$ cat src/rtl/mem_if_arbiter_pkg.sv
// Shared types for the instruction/data MEM arbiter and its response tag FIFO.
package mem_arb_pkg;

  typedef enum logic {ARB_IDLE = 1'b0, ARB_LOCKED = 1'b1} arb_state_t;
  typedef enum logic {ID_INSTR = 1'b0, ID_DATA = 1'b1} arb_id_t;

  function automatic arb_id_t other_id(input arb_id_t id);
    return (id == ID_INSTR) ? ID_DATA : ID_INSTR;
  endfunction

endpackage

$ cat src/rtl/mem_if_arbiter_tag_fifo.sv
// Tag FIFO holding the requester ID of every granted transaction until its
// in-order response returns. Push is refused when full, pop when empty.
module mem_arb_tag_fifo #(
  parameter int unsigned Depth = 2
) (
  input  logic clk_i,
  input  logic rst_ni,
  input  logic push_i,
  input  logic push_data_i,
  input  logic pop_i,
  output logic full_o,
  output logic empty_o,
  output logic head_o
);

  localparam int unsigned PtrW = (Depth > 1) ? $clog2(Depth) : 1;
  localparam int unsigned CntW = PtrW + 1;

  logic [Depth-1:0] mem_q;
  logic [PtrW-1:0]  wptr_q;
  logic [PtrW-1:0]  rptr_q;
  logic [CntW-1:0]  cnt_q;
  logic             push_ok_s;
  logic             pop_ok_s;

  function automatic logic [PtrW-1:0] ptr_inc(input logic [PtrW-1:0] p);
    return (p == PtrW'(Depth - 1)) ? {PtrW{1'b0}} : p + PtrW'(1);
  endfunction

  assign full_o    = (cnt_q == CntW'(Depth));
  assign empty_o   = (cnt_q == {CntW{1'b0}});
  assign push_ok_s = push_i & ~full_o;
  assign pop_ok_s  = pop_i & ~empty_o;
  assign head_o    = mem_q[rptr_q];

  // Storage, pointers and occupancy count.
  always_ff @(posedge clk_i or negedge rst_ni) begin
    if (!rst_ni) begin
      mem_q  <= {Depth{1'b0}};
      wptr_q <= {PtrW{1'b0}};
      rptr_q <= {PtrW{1'b0}};
      cnt_q  <= {CntW{1'b0}};
    end else begin
      if (push_ok_s) begin
        mem_q[wptr_q] <= push_data_i;
        wptr_q        <= ptr_inc(wptr_q);
      end
      if (pop_ok_s) begin
        rptr_q <= ptr_inc(rptr_q);
      end
      case ({push_ok_s, pop_ok_s})
        2'b10:   cnt_q <= cnt_q + CntW'(1);
        2'b01:   cnt_q <= cnt_q - CntW'(1);
        default: cnt_q <= cnt_q;
      endcase
    end
  end

endmodule

$ cat src/rtl/mem_if_arbiter.sv
// Two-to-one MEM arbiter (instr/data -> one master port) with in-order response
// steering. Define MEM_ARB_ROUND_ROBIN_EN for round-robin; default is data-first priority.
module mem_if_arbiter
  import mem_arb_pkg::*;
#(
  parameter int unsigned AddrWidth      = 32,
  parameter int unsigned DataWidth      = 32,
  parameter int unsigned MaxOutstanding = 2
) (
  input  logic                   clk_i,
  input  logic                   rst_ni,
  input  logic                   instr_mem_req,
  output logic                   instr_mem_gnt,
  output logic                   instr_mem_valid,
  input  logic [AddrWidth-1:0]   instr_mem_addr,
  input  logic [DataWidth-1:0]   instr_mem_wdata,
  input  logic                   instr_mem_we,
  input  logic [DataWidth/8-1:0] instr_mem_be,
  output logic [DataWidth-1:0]   instr_mem_rdata,
  input  logic                   data_mem_req,
  output logic                   data_mem_gnt,
  output logic                   data_mem_valid,
  input  logic [AddrWidth-1:0]   data_mem_addr,
  input  logic [DataWidth-1:0]   data_mem_wdata,
  input  logic                   data_mem_we,
  input  logic [DataWidth/8-1:0] data_mem_be,
  output logic [DataWidth-1:0]   data_mem_rdata,
  output logic                   m_mem_req,
  output logic [AddrWidth-1:0]   m_mem_addr,
  output logic [DataWidth-1:0]   m_mem_wdata,
  output logic                   m_mem_we,
  output logic [DataWidth/8-1:0] m_mem_be,
  input  logic                   m_mem_gnt,
  input  logic                   m_mem_valid,
  input  logic [DataWidth-1:0]   m_mem_rdata,
  output logic                   resp_err_o
);

  arb_state_t state_q, state_d;
  arb_id_t    lock_id_q, lock_id_d;
  arb_id_t    pick_s, cur_id_s;
  logic       req_s, gnt_s, pop_s;
  logic       fifo_full_s, fifo_empty_s, fifo_head_s;
  logic       resp_err_q;

`ifdef MEM_ARB_ROUND_ROBIN_EN
  arb_id_t rr_q;

  // Simultaneous requests go to the port not granted most recently.
  always_comb begin
    if (instr_mem_req && data_mem_req) begin
      pick_s = rr_q;
    end else if (data_mem_req) begin
      pick_s = ID_DATA;
    end else begin
      pick_s = ID_INSTR;
    end
  end

  // Round-robin pointer: after each grant the other port is preferred.
  always_ff @(posedge clk_i or negedge rst_ni) begin
    if (!rst_ni) begin
      rr_q <= ID_INSTR;
    end else if (gnt_s) begin
      rr_q <= other_id(cur_id_s);
    end
  end
`else
  // Fixed priority, data ahead of instr.
  always_comb begin
    if (data_mem_req) begin
      pick_s = ID_DATA;
    end else begin
      pick_s = ID_INSTR;
    end
  end
`endif

  // Next-state logic; a stalled winner keeps the master port until granted.
  always_comb begin
    state_d   = state_q;
    lock_id_d = lock_id_q;
    cur_id_s  = pick_s;
    req_s     = 1'b0;
    case (state_q)
      ARB_IDLE: begin
        cur_id_s = pick_s;
        req_s    = (instr_mem_req | data_mem_req) & ~fifo_full_s;
        if (req_s && !m_mem_gnt) begin
          state_d   = ARB_LOCKED;
          lock_id_d = pick_s;
        end else begin
          state_d = ARB_IDLE;
        end
      end
      ARB_LOCKED: begin
        cur_id_s = lock_id_q;
        req_s    = ((lock_id_q == ID_DATA) ? data_mem_req : instr_mem_req) & ~fifo_full_s;
        // A winner dropping its request is a protocol violation: abandon the lock.
        if (!req_s || m_mem_gnt) begin
          state_d = ARB_IDLE;
        end else begin
          state_d = ARB_LOCKED;
        end
      end
      default: begin
        state_d = ARB_IDLE;
      end
    endcase
  end

  // FSM state, locked winner and the unexpected-response flag.
  always_ff @(posedge clk_i or negedge rst_ni) begin
    if (!rst_ni) begin
      state_q    <= ARB_IDLE;
      lock_id_q  <= ID_INSTR;
      resp_err_q <= 1'b0;
    end else begin
      state_q    <= state_d;
      lock_id_q  <= lock_id_d;
      resp_err_q <= m_mem_valid & fifo_empty_s;
    end
  end

  assign gnt_s = m_mem_gnt & req_s;
  assign pop_s = m_mem_valid & ~fifo_empty_s;

  mem_arb_tag_fifo #(
    .Depth (MaxOutstanding)
  ) u_tag_fifo (
    .clk_i       (clk_i),
    .rst_ni      (rst_ni),
    .push_i      (gnt_s),
    .push_data_i (cur_id_s == ID_DATA),
    .pop_i       (pop_s),
    .full_o      (fifo_full_s),
    .empty_o     (fifo_empty_s),
    .head_o      (fifo_head_s)
  );

  assign m_mem_req   = req_s;
  assign m_mem_addr  = !req_s ? '0 : (cur_id_s == ID_DATA) ? data_mem_addr  : instr_mem_addr;
  assign m_mem_wdata = !req_s ? '0 : (cur_id_s == ID_DATA) ? data_mem_wdata : instr_mem_wdata;
  assign m_mem_we    = req_s & ((cur_id_s == ID_DATA) ? data_mem_we : instr_mem_we);
  assign m_mem_be    = !req_s ? '0 : (cur_id_s == ID_DATA) ? data_mem_be    : instr_mem_be;

  assign instr_mem_gnt   = gnt_s & (cur_id_s == ID_INSTR);
  assign data_mem_gnt    = gnt_s & (cur_id_s == ID_DATA);
  assign instr_mem_valid = pop_s & ~fifo_head_s;
  assign data_mem_valid  = pop_s & fifo_head_s;
  assign instr_mem_rdata = instr_mem_valid ? m_mem_rdata : '0;
  assign data_mem_rdata  = data_mem_valid  ? m_mem_rdata : '0;
  assign resp_err_o      = resp_err_q;

endmodule

$ cat config.mk
export PLATFORM = sky130hd
export DESIGN_NAME = mem_if_arbiter
export DESIGN_NICKNAME = d
export VERILOG_FILES = /design/src/rtl/mem_if_arbiter_pkg.sv /design/src/rtl/mem_if_arbiter_tag_fifo.sv /design/src/rtl/mem_if_arbiter.sv
export SDC_FILE = /design/constraint.sdc
export NUM_CORES = 1
export LEC_CHECK = 0
export ABC_AREA = 1
export CAP_MARGIN = 20
export CORE_AREA = 2 2 123 125
export CTS_CLUSTER_DIAMETER = 150
export DETAILED_ROUTE_END_ITERATION = 16
export DIE_AREA = 0 0 125 127
export GPL_TIMING_DRIVEN = 0
export PLACE_DENSITY = 0.64
export RECOVER_POWER = 100
export SYNTH_ARGS = -nofsm -noshare
export SYNTH_HDL_FRONTEND = slang
export SYNTH_HIERARCHICAL = 1
export SYNTH_SLANG_ARGS = --single-unit
$ cat constraint.sdc
create_clock -name clk_i -period 2.15 [get_ports clk_i]
set_clock_uncertainty 0.15 [all_clocks]
set_input_delay 0.43 -clock clk_i [delete_from_list [all_inputs] [get_ports clk_i]]
set_output_delay 0.43 -clock clk_i [all_outputs]
set_load 0.005 [all_outputs]
# Word-level counts from Yosys, hierarchy flattened

Cells that the tools add are included.
W data, S select, Z words.

Divide/modulo/power cells: 0
Equality and inequality tests: 3
$add $sub $neg: 4
$mul: 0
$lt $le $gt $ge: 3
Bitwise operators: 18
Multiplexer cells: 24
Shift operators: 0
Reduce and logical (&&, ||, !) cells: 8

Operator list:

| cell                  | count |
|---|---|
| $mux W32              | 6 |
| $and A1 B1 Y1         | 12 |
| $mux W1               | 10 |
| $mux W4               | 2 |
| $pmux W1 S2           | 3 |
| $not A1 Y1            | 5 |
| $eq A2 B2 Y1 const B  | 2 |
| $lt A1 B2 Y1 const B  | 2 |
| $pmux W2 S2           | 1 |
| $add A1 B1 Y1 const B | 2 |
| $add A2 B1 Y2 const B | 1 |
| $bwmux W2             | 1 |
| $eq A2 B1 Y1 const B  | 1 |
| $logic_and A1 B1 Y1   | 2 |
| $logic_not A1 Y1      | 2 |
| $logic_not A2 Y1      | 1 |
| $reduce_and A2 Y1     | 1 |
| $reduce_bool A2 Y1    | 1 |
| $sub A2 B1 Y2 const B | 1 |
| $demux W1 S1          | 1 |
| $ge A1 B1 Y1 const B  | 1 |
| $logic_or A1 B1 Y1    | 1 |
| $or A1 B1 Y1          | 1 |

Logic and storage cells: 67
Latch bits: 0
Memory bits (read-only): 0
RAM bits: 0
Register bits after elaboration: 9
Memories: 0

# Logic depth before layout (Yosys ltp)

Word-level depth: 8
Depth in mapped cells: 13
Gate-level depth less buffers: 13

# Modules after synthesis

The synthesis kept the hierarchy.

Modules (own cells, without submodules):

| module           | times used | area each (um^2) | cells an instance |
|---|---|---|---|
| mem_if_arbiter   | 1          | 2109.5           | 505 |
| mem_arb_tag_fifo | 1          | 325.3            | 43 |

# Worst setup path after synthesis

OpenSTA, ideal clock, no wires.

Kind: register -> register
Start point: reg u_tag_fifo.cnt_q[0]
End point: reg u_tag_fifo.cnt_q[1]
Buffers on the path: 0
Data arrival time: 1.563 ns
Setup slack: 0.320 ns
Data required time: 1.883 ns
Period minus slack after synthesis: 1.830 ns
Cell stages (with the launch flop): 13
Cell sequence: dfrtp_1 -> inv_2 -> nand2_4 -> inv_1 -> a21oi_4 -> nand3_1 -> inv_1 -> nand2_1 -> ha_1 -> inv_1 -> nand3_1 -> nand2_1 -> nand2_1

Word-level cells in the longest chain between the ends: 8
Elaborated cells between the ends (all ways): 17

Ends and longest elaborated chain:

| what                                                     | line                                       | text |
|---|---|---|
| start: declaration                                       | mem_if_arbiter_tag_fifo.sv:22              | `logic [CntW-1:0] cnt_q;` |
| start signal: assignment                                 | mem_if_arbiter_tag_fifo.sv:42              | `cnt_q <= {CntW{1'b0}};` |
| start signal: assignment                                 | mem_if_arbiter_tag_fifo.sv:52              | `2'b10: cnt_q <= cnt_q + CntW'(1);` |
| start signal: assignment                                 | mem_if_arbiter_tag_fifo.sv:53              | `2'b01: cnt_q <= cnt_q - CntW'(1);` |
| $eq A2 B2 Y1 *                                           | mem_if_arbiter_tag_fifo.sv:30              | `assign full_o = (cnt_q == CntW'(Depth));` |
| via fifo_full_s                                          | mem_if_arbiter.sv:43                       | `logic fifo_full_s, fifo_empty_s, fifo_head_s;` |
| $not A1 Y1 *                                             | mem_if_arbiter.sv:88, mem_if_arbiter.sv:98 |  |
| $and A1 B1 Y1 (on tied branches)                         | mem_if_arbiter.sv:98, mem_if_arbiter.sv:88 |  |
| $pmux W1 S2 *                                            | mem_if_arbiter.sv:85                       | `case (state_q)` |
| $and A1 B1 Y1 *                                          | mem_if_arbiter.sv:125                      | `assign gnt_s = m_mem_gnt & req_s;` |
| via gnt_s                                                | mem_if_arbiter.sv:42                       | `logic req_s, gnt_s, pop_s;` |
| $and A1 B1 Y1 *                                          | mem_if_arbiter_tag_fifo.sv:32              | `assign push_ok_s = push_i & ~full_o;` |
| $eq A2 B1 Y1 / $eq A2 B2 Y1 (equally long branches)      | mem_if_arbiter_tag_fifo.sv:51              | `case ({push_ok_s, pop_ok_s})` |
| $pmux W2 S2 / $reduce_bool A2 Y1 (equally long branches) | n/a                                        |  |

The timed path passes the listed nets; every way through them passes the cells marked *.
A chain may end at the register's enable or synchronous reset.

# Worst setup path in the final report

Start point: reg state_q
End point: out m_mem_wdata[21]

Word-level cells in the longest chain between the ends: 4
Elaborated cells between the ends (all ways): 5

Ends and longest elaborated chain:

| what                     | line                  | text |
|---|---|---|
| start: declaration       | mem_if_arbiter.sv:39  | `arb_state_t state_q, state_d;` |
| start signal: assignment | mem_if_arbiter.sv:119 | `state_q <= state_d;` |
| $not A1 Y1 (no line)     | n/a                   |  |
| $pmux W1 S2              | mem_if_arbiter.sv:85  |  |
| $mux W32                 | mem_if_arbiter.sv:143 | `assign m_mem_wdata = !req_s ? '0 : (cur_id_s == ID_DATA) ? data_mem_wdata : instr_mem_wdata;` |
| $mux W32 *               | mem_if_arbiter.sv:143 |  |
| end: declaration         | mem_if_arbiter.sv:30  | `output logic [DataWidth-1:0] m_mem_wdata,` |

Every way passes the cells marked *; elsewhere a longest branch is shown, timed or not.

==> flow_summary.yaml <==
setup_path:
  reg2reg_to: "u_tag_fifo/cnt_q[1]"
  reg2reg_slack_ns: 0.10
  crit_type: "reg2out"
  critPathTopFamily: "buffers and inverters"
  path_buf_inv: 6
  crit_chain: "inv_2 -> buf_12 -> a21oi_4 -> buf_6 -> nand2_8 -> buf_6 -> clkbuf_16 -> nor2_1 -> buf_2"
  crit_path_max_fanout: 4
  start_kind: "flip-flop"
  slowest_stage: "dfrtp_1"
  endpoint_kind: "output port"
  critical_path_arrival_ns: 1.75
  rr_worst_depth: 12
  cpMostUsedCell: "buf_6"
  critical-path-max-stage-delay_ns: 0.41
  crit_required_ns: 1.57
  r2r-start: "state_q"
sta:
  hold_slack_ns: 0.3180
  post-route-period-util_pct: 108.4
  fmax_mhz: 429.1
  hold_viol_final: 0
  final-max-slew-violation-count: 0
  worst_slack_ns: -0.1806
  relSlewSlack_pct: 71.72
  rsz0062_at_grt: "true"
  period_needed_ns: 2.331
  tightest_slew_ns: 0.4228
  fin_setup_tns_ns: -8.352
  setup_viol: 103
hold_path:
  holdPathEnd: "u_tag_fifo/mem_q[1]"
  hp-start: "u_tag_fifo/mem_q[1]"
  min_path_cells: 2
  min_path_type: "reg2reg"
logic_synthesis:
  synthXorXnorAreaFrac_pct: 0.3597
  syn_inst: 548
  synth.yosys.seq_area_share_pct: 9.250
  yosys.cell_types.count: 17
  synthAdderAreaFrac_pct: 0.5139
  synth_top_family_by_area: "simple AND/OR/NAND/NOR gates"
  avgSynthCellArea_um2: 4.443
  synth-seq-cells: 9
  ys.warnings.count: 6
  synthSimpleGateAreaFrac_pct: 61.72
  synth.area.mux_share_pct: 0
  syn-cell-area_um2: 2435
  syn-num-nets: 725
  synth_compound_area_share_pct: 0.8736
global_routing:
  grt_max_degree: 11
  grt_pass1_wl_um: 20960
  antenna_found_initial: 1
  track_usage_pct: 16.07
  grt_use_met2_pct: 32.42
  grt_overflow: 0
  grt_pass1_vias: 4243
  use_met3_pct: 4.062
  top_usage_layer: "met2"
  use_met1_pct: 16.78
die:
  start_util_pct: 16.88
  dieHeight_um: 127
  fp.dieW_um: 125
  die_area_um2: 15880
  rows: 44
  core_um2: 14420
  io_pins: 315
cts:
  ctsHtreeMaxLevel: 1
  numCtsBuffers: 3
  cts_tree: "done"
  cts_num_sinks: 9
  clock_path_buffers: 2
  path_clk_slew_ns: 0.04
  clock-root-buffer: "clkbuf_16"
  clock_latency_ns: 0.23
pwr:
  p_int_mw: 4.092
  pwr-share-comb_pct: 91.4
  power.switching_mw: 3.364
  power_frac_seq_pct: 4.2
  total_power_mw: 7.455
  swShare_pct: 45.12
  leakagePower_nw: 3.885
  power.density_nw_per_um2: 1031
  worst_ir_drop_vdd_mv: 0.5109
  power_frac_clock_pct: 4.4
run_status:
  violations: "negative setup slack"
  outcome: "finished with violations"
drt:
  routed-via-count: 4452
  drt-total-wl_um: 14770
  drc_errors: 0
  wl_per_cell_um: 13.22
  viasPerCell: 3.986
  drt_iter0_markers: 107
  ant_nets: 0
  dr.pass1.iters: 4
placed_design:
  place_ws_ns: -0.8390
  post_dp_cell_area_um2: 5808
  place_congestion: 0.8003
  dp_hpwl_um: 10590
  placed_cells: 1046
  port_buffers: 314
cells_and_area:
  layout.nets: 1110
  design_area_um2: 7228
  layout.cells.most_common: "nand2_1"
  fin_cells: 1117
  area_growth_pct: 196.9
  layout_common_cells: "nand2_1, clkdlybuf4s50_1, buf_2"
  drive_above_1_share_pct: 44.21
  final_core_util_pct: 50.11
job:
  cap_viol_max_count: 0
[tightest hold or removal path: stages (launching register included)]
cell and delay, ns:
dfrtp_1 0.34, nand2_1 0.05, nand2_1 0.04
[sequential cells by signal (all words and copies together), names as in the netlist]
signal and count:
u_tag_fifo/cnt_q 2, u_tag_fifo/mem_q 2, lock_id_q 1, resp_err_o 1
state_q 1, u_tag_fifo/rptr_q 1, u_tag_fifo/wptr_q 1
[layer usage]
metal,share of wire [%],vias up
met5,0,-
met4,1.6,0
met3,8.1,18
met2,54,205
met1,36,1931
li1,-,2298
[cell families after synthesis]
logic type,after synthesis
simple gates,388
buf+inv,147
flops,9
compound gates,2
xor+xnor,1
fa+ha+maj,1
[cell type report]
cell class                 instances  area, um^2
inverter                         120       450.4
multi-input combinational        394        2377
sequential                         9       225.2
fill                            1449        7196
tap                              184       230.2
buffer                            23       325.3
timing repair buffer             382        3538
clock buffer                       4       78.83
antenna                            1       2.502
[synth_stat cells, drive strengths merged]
cell,count,area (um^2)
xnor2,1,8.760
nor2,139,521.8
dfrtp,9,225.2
nand3,6,30.03
nand4,3,18.77
nand2,239,924.6
ha,1,12.51
a21oi,1,16.27
nand3b,1,7.510
buf,27,214.0
inv,120,450.4
o21ai,1,5.000
[power by group through the flow]
stage	logic (mW)	registers [mW]	clock network, mW
after floorplan	2.05	0.304	0
after global placement	4.46	0.314	0
after detailed placement	4.46	0.316	0
after CTS	5.11	0.311	0.333
after global routing	7.37	0.326	0.339
final	6.82	0.311	0.329
[timing repair]
action                                  4_1_cts  5_1_grt
setup buffers                                41       12
endpoints found under the setup margin      139      135
hold buffers                                  0        0
gates cloned                                  8       12
pin swaps                                    51       64
resized for setup                           571      341
[worst max-delay path by stage]
stage	slack, ns	cells past startpoint	start	to
2_1_floorplan	0.32	12	u_tag_fifo/cnt_q[0]	u_tag_fifo/cnt_q[1]
3_3_place_gp	-0.81	7	m_mem_valid	instr_mem_rdata[8]
3_5_place_dp	-0.84	7	m_mem_valid	instr_mem_rdata[8]
4_1_cts	-0.14	9	state_q	m_mem_wdata[22]
5_1_grt	-0.25	9	state_q	m_mem_wdata[24]
6_report	-0.18	9	state_q	m_mem_wdata[21]
Note: power is estimated with default switching activity, not from simulation.
